[src/rtl/ov5640_dvp_pkg.sv]
// Shared timing defaults, colour-bar table and FSM state type for the DVP transmitter.
package ov5640_dvp_pkg;

  localparam int DEF_H_DISP   = 1024;
  localparam int DEF_V_DISP   = 768;
  localparam int DEF_H_TOTAL  = 2240;
  localparam int DEF_V_TOTAL  = 1272;
  localparam int DEF_VS_LINES = 4;
  localparam int DEF_VBP      = 16;

  typedef enum logic [0:0] {
    IDLE = 1'b0,
    RUN  = 1'b1
  } dvp_state_e;

  // RGB565 colour of bar idx, left to right: white, yellow, cyan, green, magenta, red, blue, black.
  function automatic logic [15:0] bar_color(input logic [2:0] idx);
    logic [15:0] c;
    case (idx)
      3'd0:    c = 16'hFFFF;
      3'd1:    c = 16'hFFE0;
      3'd2:    c = 16'h07FF;
      3'd3:    c = 16'h07E0;
      3'd4:    c = 16'hF81F;
      3'd5:    c = 16'hF800;
      3'd6:    c = 16'h001F;
      3'd7:    c = 16'h0000;
      default: c = 16'h0000;
    endcase
    return c;
  endfunction

endpackage

[src/rtl/dvp_timing_gen.sv]
// Byte/line counters, IDLE/RUN frame FSM and stage-0 decode of the raster position.
module dvp_timing_gen
  import ov5640_dvp_pkg::*;
#(
  parameter int H_DISP   = DEF_H_DISP,
  parameter int V_DISP   = DEF_V_DISP,
  parameter int H_TOTAL  = DEF_H_TOTAL,
  parameter int V_TOTAL  = DEF_V_TOTAL,
  parameter int VS_LINES = DEF_VS_LINES,
  parameter int VBP      = DEF_VBP
) (
  input  logic clk_i,
  input  logic rst_ni,
  input  logic tx_en_i,
  input  logic pat_en_i,
  output logic run_o,
  output logic act_o,
  output logic vs_o,
  output logic fs_o,
  output logic hi_o,
  output logic mode_o
);

  localparam int BYTE_W = $clog2(2 * H_TOTAL);
  localparam int LINE_W = $clog2(V_TOTAL);
  localparam logic [BYTE_W-1:0] BYTE_LAST = BYTE_W'(2 * H_TOTAL - 1);
  localparam logic [BYTE_W-1:0] BYTE_ACT  = BYTE_W'(2 * H_DISP);
  localparam logic [LINE_W-1:0] LINE_LAST = LINE_W'(V_TOTAL - 1);
  localparam logic [LINE_W-1:0] LINE_A0   = LINE_W'(VS_LINES + VBP);
  localparam logic [LINE_W-1:0] LINE_A1   = LINE_W'(VS_LINES + VBP + V_DISP - 1);
  localparam logic [LINE_W-1:0] LINE_VS   = LINE_W'(VS_LINES);

  dvp_state_e        state_q, state_d;
  logic [BYTE_W-1:0] byte_cnt_q, byte_cnt_d;
  logic [LINE_W-1:0] line_cnt_q, line_cnt_d;
  logic              mode_q, mode_d;

  // State, counters and latched source mode.
  always_ff @(posedge clk_i or negedge rst_ni) begin
    if (!rst_ni) begin
      state_q    <= IDLE;
      byte_cnt_q <= '0;
      line_cnt_q <= '0;
      mode_q     <= 1'b0;
    end else begin
      state_q    <= state_d;
      byte_cnt_q <= byte_cnt_d;
      line_cnt_q <= line_cnt_d;
      mode_q     <= mode_d;
    end
  end

  // Frame sequencing: enable and mode are only looked at on a frame boundary.
  always_comb begin
    state_d    = state_q;
    byte_cnt_d = byte_cnt_q;
    line_cnt_d = line_cnt_q;
    mode_d     = mode_q;
    case (state_q)
      IDLE: begin
        byte_cnt_d = '0;
        line_cnt_d = '0;
        if (tx_en_i) begin
          state_d = RUN;
          mode_d  = pat_en_i;
        end else begin
          state_d = IDLE;
        end
      end
      RUN: begin
        if (byte_cnt_q == BYTE_LAST) begin
          byte_cnt_d = '0;
          if (line_cnt_q == LINE_LAST) begin
            line_cnt_d = '0;
            if (tx_en_i) begin
              mode_d = pat_en_i;
            end else begin
              state_d = IDLE;
            end
          end else begin
            line_cnt_d = line_cnt_q + LINE_W'(1);
          end
        end else begin
          byte_cnt_d = byte_cnt_q + BYTE_W'(1);
        end
      end
      default: begin
        state_d    = IDLE;
        byte_cnt_d = '0;
        line_cnt_d = '0;
      end
    endcase
  end

  assign run_o  = (state_q == RUN);
  assign act_o  = run_o && (line_cnt_q >= LINE_A0) && (line_cnt_q <= LINE_A1) && (byte_cnt_q < BYTE_ACT);
  assign vs_o   = run_o && (line_cnt_q < LINE_VS);
  assign fs_o   = run_o && (line_cnt_q == '0) && (byte_cnt_q == '0);
  assign hi_o   = ~byte_cnt_q[0];
  assign mode_o = mode_q;

endmodule

[src/rtl/dvp_video_tx.sv]
// OV5640-style DVP transmitter: pixel request, colour bars and the 2-stage output pipeline.
module dvp_video_tx
  import ov5640_dvp_pkg::*;
#(
  parameter int H_DISP   = DEF_H_DISP,
  parameter int V_DISP   = DEF_V_DISP,
  parameter int H_TOTAL  = DEF_H_TOTAL,
  parameter int V_TOTAL  = DEF_V_TOTAL,
  parameter int VS_LINES = DEF_VS_LINES,
  parameter int VBP      = DEF_VBP
) (
  input  logic        sys_clk,
  input  logic        sys_rst_n,
  input  logic        tx_en,
  input  logic        pat_en,
  output logic        pix_req,
  input  logic [15:0] pix_data,
  output logic        cam_vsync,
  output logic        cam_href,
  output logic [7:0]  cam_data,
  output logic        frame_start,
  output logic        busy
);

  localparam int BAR_PIX = H_DISP / 8;
  localparam int BAR_W   = (BAR_PIX > 1) ? $clog2(BAR_PIX) : 1;
  localparam logic [BAR_W-1:0] BAR_LAST = BAR_W'(BAR_PIX - 1);

  logic run_s, act_s, vs_s, fs_s, hi_s, mode_s;

  dvp_timing_gen #(
    .H_DISP  (H_DISP),
    .V_DISP  (V_DISP),
    .H_TOTAL (H_TOTAL),
    .V_TOTAL (V_TOTAL),
    .VS_LINES(VS_LINES),
    .VBP     (VBP)
  ) u_timing (
    .clk_i   (sys_clk),
    .rst_ni  (sys_rst_n),
    .tx_en_i (tx_en),
    .pat_en_i(pat_en),
    .run_o   (run_s),
    .act_o   (act_s),
    .vs_o    (vs_s),
    .fs_o    (fs_s),
    .hi_o    (hi_s),
    .mode_o  (mode_s)
  );

  // One read per pixel, on its high-byte slot, only when streaming from the FIFO.
  assign pix_req = act_s & hi_s & ~mode_s;

  logic [BAR_W-1:0] bar_pix_q, bar_pix_d;
  logic [2:0]       bar_idx_q, bar_idx_d;

  // Pixel-within-bar and bar index counters replace a divide of the pixel column.
  always_ff @(posedge sys_clk or negedge sys_rst_n) begin
    if (!sys_rst_n) begin
      bar_pix_q <= '0;
      bar_idx_q <= 3'd0;
    end else begin
      bar_pix_q <= bar_pix_d;
      bar_idx_q <= bar_idx_d;
    end
  end

  // Advance after each low byte; restart at every line's active region.
  always_comb begin
    bar_pix_d = bar_pix_q;
    bar_idx_d = bar_idx_q;
    if (!act_s) begin
      bar_pix_d = '0;
      bar_idx_d = 3'd0;
    end else if (!hi_s) begin
      if (bar_pix_q == BAR_LAST) begin
        bar_pix_d = '0;
        bar_idx_d = bar_idx_q + 3'd1;
      end else begin
        bar_pix_d = bar_pix_q + BAR_W'(1);
      end
    end else begin
      bar_pix_d = bar_pix_q;
    end
  end

  logic        act1_q, vs1_q, fs1_q, hi1_q, run1_q, src_bar1_q;
  logic [15:0] bar1_q;

  // Stage 1: control delayed one cycle while the FIFO word arrives; bar colour registered.
  always_ff @(posedge sys_clk or negedge sys_rst_n) begin
    if (!sys_rst_n) begin
      act1_q     <= 1'b0;
      vs1_q      <= 1'b0;
      fs1_q      <= 1'b0;
      hi1_q      <= 1'b0;
      run1_q     <= 1'b0;
      src_bar1_q <= 1'b0;
      bar1_q     <= 16'h0000;
    end else begin
      act1_q     <= act_s;
      vs1_q      <= vs_s;
      fs1_q      <= fs_s;
      hi1_q      <= hi_s;
      run1_q     <= run_s;
      src_bar1_q <= mode_s;
      bar1_q     <= bar_color(bar_idx_q);
    end
  end

  logic [15:0] pixel_s;
  logic [7:0]  held_q, held_d, data_d;
  logic        run2_q;

  // Pick the pixel source; split into high byte now and low byte next cycle.
  always_comb begin
    pixel_s = src_bar1_q ? bar1_q : pix_data;
    held_d  = held_q;
    data_d  = 8'h00;
    if (act1_q) begin
      if (hi1_q) begin
        data_d = pixel_s[15:8];
        held_d = pixel_s[7:0];
      end else begin
        data_d = held_q;
      end
    end else begin
      data_d = 8'h00;
    end
  end

  // Stage 2: registered DVP outputs, all aligned to the same pixel position.
  always_ff @(posedge sys_clk or negedge sys_rst_n) begin
    if (!sys_rst_n) begin
      cam_data    <= 8'h00;
      held_q      <= 8'h00;
      cam_href    <= 1'b0;
      cam_vsync   <= 1'b0;
      frame_start <= 1'b0;
      run2_q      <= 1'b0;
    end else begin
      cam_data    <= data_d;
      held_q      <= held_d;
      cam_href    <= act1_q;
      cam_vsync   <= vs1_q;
      frame_start <= fs1_q;
      run2_q      <= run1_q;
    end
  end

  // Busy covers the frame plus the two pipeline stages still draining.
  assign busy = run_s | run1_q | run2_q;

endmodule

[config.mk]
export PLATFORM = sky130hd
export DESIGN_NAME = dvp_video_tx
export DESIGN_NICKNAME = d
export VERILOG_FILES = /design/src/rtl/ov5640_dvp_pkg.sv /design/src/rtl/dvp_timing_gen.sv /design/src/rtl/dvp_video_tx.sv
export SDC_FILE = /design/constraint.sdc
export NUM_CORES = 1
export LEC_CHECK = 0
export ABC_CLOCK_PERIOD_IN_PS = 2150
export CAP_MARGIN = 20
export CORE_ASPECT_RATIO = 1.1
export CORE_MARGIN = 1.5
export CORE_UTILIZATION = 54
export DETAILED_ROUTE_END_ITERATION = 7
export PLACE_DENSITY = 0.77
export SETUP_SLACK_MARGIN = 0.02
export SYNTH_ARGS = -nofsm -noshare
export SYNTH_HDL_FRONTEND = slang
export SYNTH_SLANG_ARGS = --single-unit
[constraint.sdc]
create_clock -name sys_clk -period 2.15 [get_ports sys_clk]
set_clock_uncertainty 0.05 [all_clocks]
set_input_delay 0.3225 -clock sys_clk [delete_from_list [all_inputs] [get_ports sys_clk]]
set_output_delay 0.3225 -clock sys_clk [all_outputs]
set_load 0.005 [all_outputs]
==> run metrics <==
Avg Inst Size Synth slightly above 10 um2; Yosys cell types roughly 50; Syn-to-layout area delta 27.5%; CP required 1780 ps; FILL cells 417; CTS tree yes; routability cong. approximately 0.86; worst stage delay on the critical path between 300 and 400 ps; #FFs+latches synth 65; final wirelength 6720 um; Least-Margin Pin Slew 568 ps; Avg WL per Cell 15.3 um; layout cells sized above 1 18.6%; first-pass GRT wire length 11,100 um; initial core utilization 56.7%; nets between 300 and 400; unrepaired setup endpoints after global routing true; cts bufs inserted 9; family with the most delay on the worst path simple AND/OR/NAND/NOR gates; root buffer cell clkbuf_8; worst-path cell chain ha_2 -> and3b_2 -> o31ai_4 -> a21oi_2 -> nor4_2 -> buf_4 -> buf_6; max_slew headroom 62.2%; Worst setup EP type primary output; Vias 2,505; Main synth FF type dfrtp_1; number of H-tree levels 3; Ys Warns 0; Place WS -153 ps; drt drc 0; max cap viols 0; Post-Syn Nets 325; GR Overflow Total 0; Max rail drop VDD ~0.45 mV; worst path arrival time around 1900 ps; max-slew violation count 0; row cnt 28; Worst Path Max Fanout 2; largest net degree at the start of global routing 27; ys async rst share 100%; via/cell ratio 5.69; Final Hold Vio Count 0; Final min period 2230 ps; drt first pass iters 4; final setup margin -83.2 ps; Mapped Area 0.00308 mm2; setup tns final -83.2 ps; EDFF count, synth 0; Die W 75.0 um; Iter 0 DRT Violations 210; Ports 33; status finished, violations left; I/O Buffers 32; CP bufs+invs 2; total core area around 0.0054 mm2; n_diodes 0; Tcrit/Tclk final 104%; Peak Freq 0.448 GHz; antenna violations before repair 0; clk buf depth 2; failing checks setup timing; post-synthesis sequential area ratio 52.9%; slowest CP cell dfrtp_1; Syn Inst Count 299; most frequent cells after synthesis 65 x dfrtp_1, 38 x a21oi_1, 22 x nor2_1; Yosys top cell by area dfrtp_1; final setup fails 1; clock slew at reported path FFs 70 ps; Leak 0.00164 uW; Clk Latency, worst-skew pair 340 ps; Pwr Density 612 mW/mm2; Worst Setup Start Kind flip-flop; Final ANT Viol Nets 0; WS Path Type flip-flop to primary output; die extent in y 82.2 um; most area-consuming cells after synthesis dfrtp_1 53%, a21oi_1 6.2%, o21ai_0 2.8%, nor2_1 2.7%, ha_1 2.4%; dpl hpwl 4750 um; total track usage 24.3%; dominant cell by count in the synthesized netlist dfrtp_1; total power 2400 uW; post-synth top area share 52.9%; vias in the first global route 2,485; Hold Path Class flip-flop to flip-flop; clk sinks 65; die area 0.00616 mm2
## registers in the layout (all words and copies together), names as in the netlist, 3 cells and up
signal               cells
bar_idx_q                3
held_q                   8
u_timing.line_cnt_q     11
bar_pix_q                7
bar1_q                   3
cam_data                 8
u_timing.byte_cnt_q     13
## worst paths after layout
| path | start | endpoint | slack (ps) | depth (start not counted) |
|---|---|---|---|---|
| worst max-delay path | u_timing.line_cnt_q[1]$_DFFE_PN0N_ | pix_req | -80 | 7 |
| worst min-delay path | fs1_q$_DFF_PN0_ | frame_start$_DFF_PN0_ | 300 | 0 |
| worst max register to register | u_timing.line_cnt_q[0]$_DFFE_PN0N_ | u_timing.line_cnt_q[5]$_DFFE_PN0N_ | 40 | 9 |
| worst min register to register | fs1_q$_DFF_PN0_ | frame_start$_DFF_PN0_ | 300 | 0 |
| max in group asynchronous | sys_rst_n | u_timing.byte_cnt_q[10]$_DFF_PN0_ | 880 | 3 |
| min in group asynchronous | sys_rst_n | cam_data[2]$_DFF_PN0_ | 480 | 2 |
## metal layers
layer	GRT usage [%]	share of wire, %	routed length, um
met3	6.31	5.4	363
met4	9.27	1.7	114
met1	30.7	43	2890
met5	0	0	0
met2	39.9	50	3350
## kinds of logic (layout without fill, tap and decap cells)
family	after synthesis	count (layout)	share of synthesized area, %
and+or+nand+nor	107	107	19.8
AOI/OAI and AO/OA	77	77	16.1
DFF	65	65	52.9
buffers and inverters	27	93	3.70
xor gates and xnor gates	14	14	3.99
adders and majority gates	6	6	2.44
muxes	3	3	1.14
## power by group
part	internal (uW)	switching, uW	total (uW)
sequential	1220	0	1220
combinational	38.3	32.7	71.0
clock	647	459	1110
total	1910	491	2400
## stage by stage
step / std cells / hold slack, ps / utilization [%] / cell area (um2)
2_1_floorplan: 299 / -23.1 / - / 3080
3_5_place_dp: 419 / 285 / 66.9 / 3630
4_1_cts: 439 / 295 / 71.5 / 3880
6_report: 440 / 297 / 72.2 / 3920
3_3_place_gp: 419 / 284 / 66.9 / 3630
5_1_grt: 440 / 307 / 72.2 / 3920
## layout by cell type (no fill, tap or decap), drive strengths merged, types with 5 or more instances in the layout
master,instances
nand4,8
nor3,15
o31ai,5
ha,6
nand3,10
inv,11
buf,35
nand2,13
and3,5
and2,8
o21ai,17
a21oi,38
nor2,22
xnor2,7
xor2,7
clkdlybuf4s50,29
nor4,5
clkbuf,10
dfrtp,65
## area by class of cell
cell class / instances / area [um2] / share of cell area (%)
flip-flops and latches: 65 / 1630 / 41.5
multi-input cells: 207 / 1370 / 35.0
repair buffers: 66 / 577 / 14.7
clock buffers: 10 / 128 / 3.25
well taps: 75 / 93.8 / 2.39
clock inverters: 6 / 82.6 / 2.11
inverters: 11 / 41.3 / 1.05
## what timing repair did
item	in CTS	in global routing
pin swaps	4	4
hold buffers	1	0
endpoints found under the hold margin	24	0
setup endpoints to repair	1	7
gates resized for setup	7	7
buffers inserted	3	1
(Power assumes the default switching activity.)
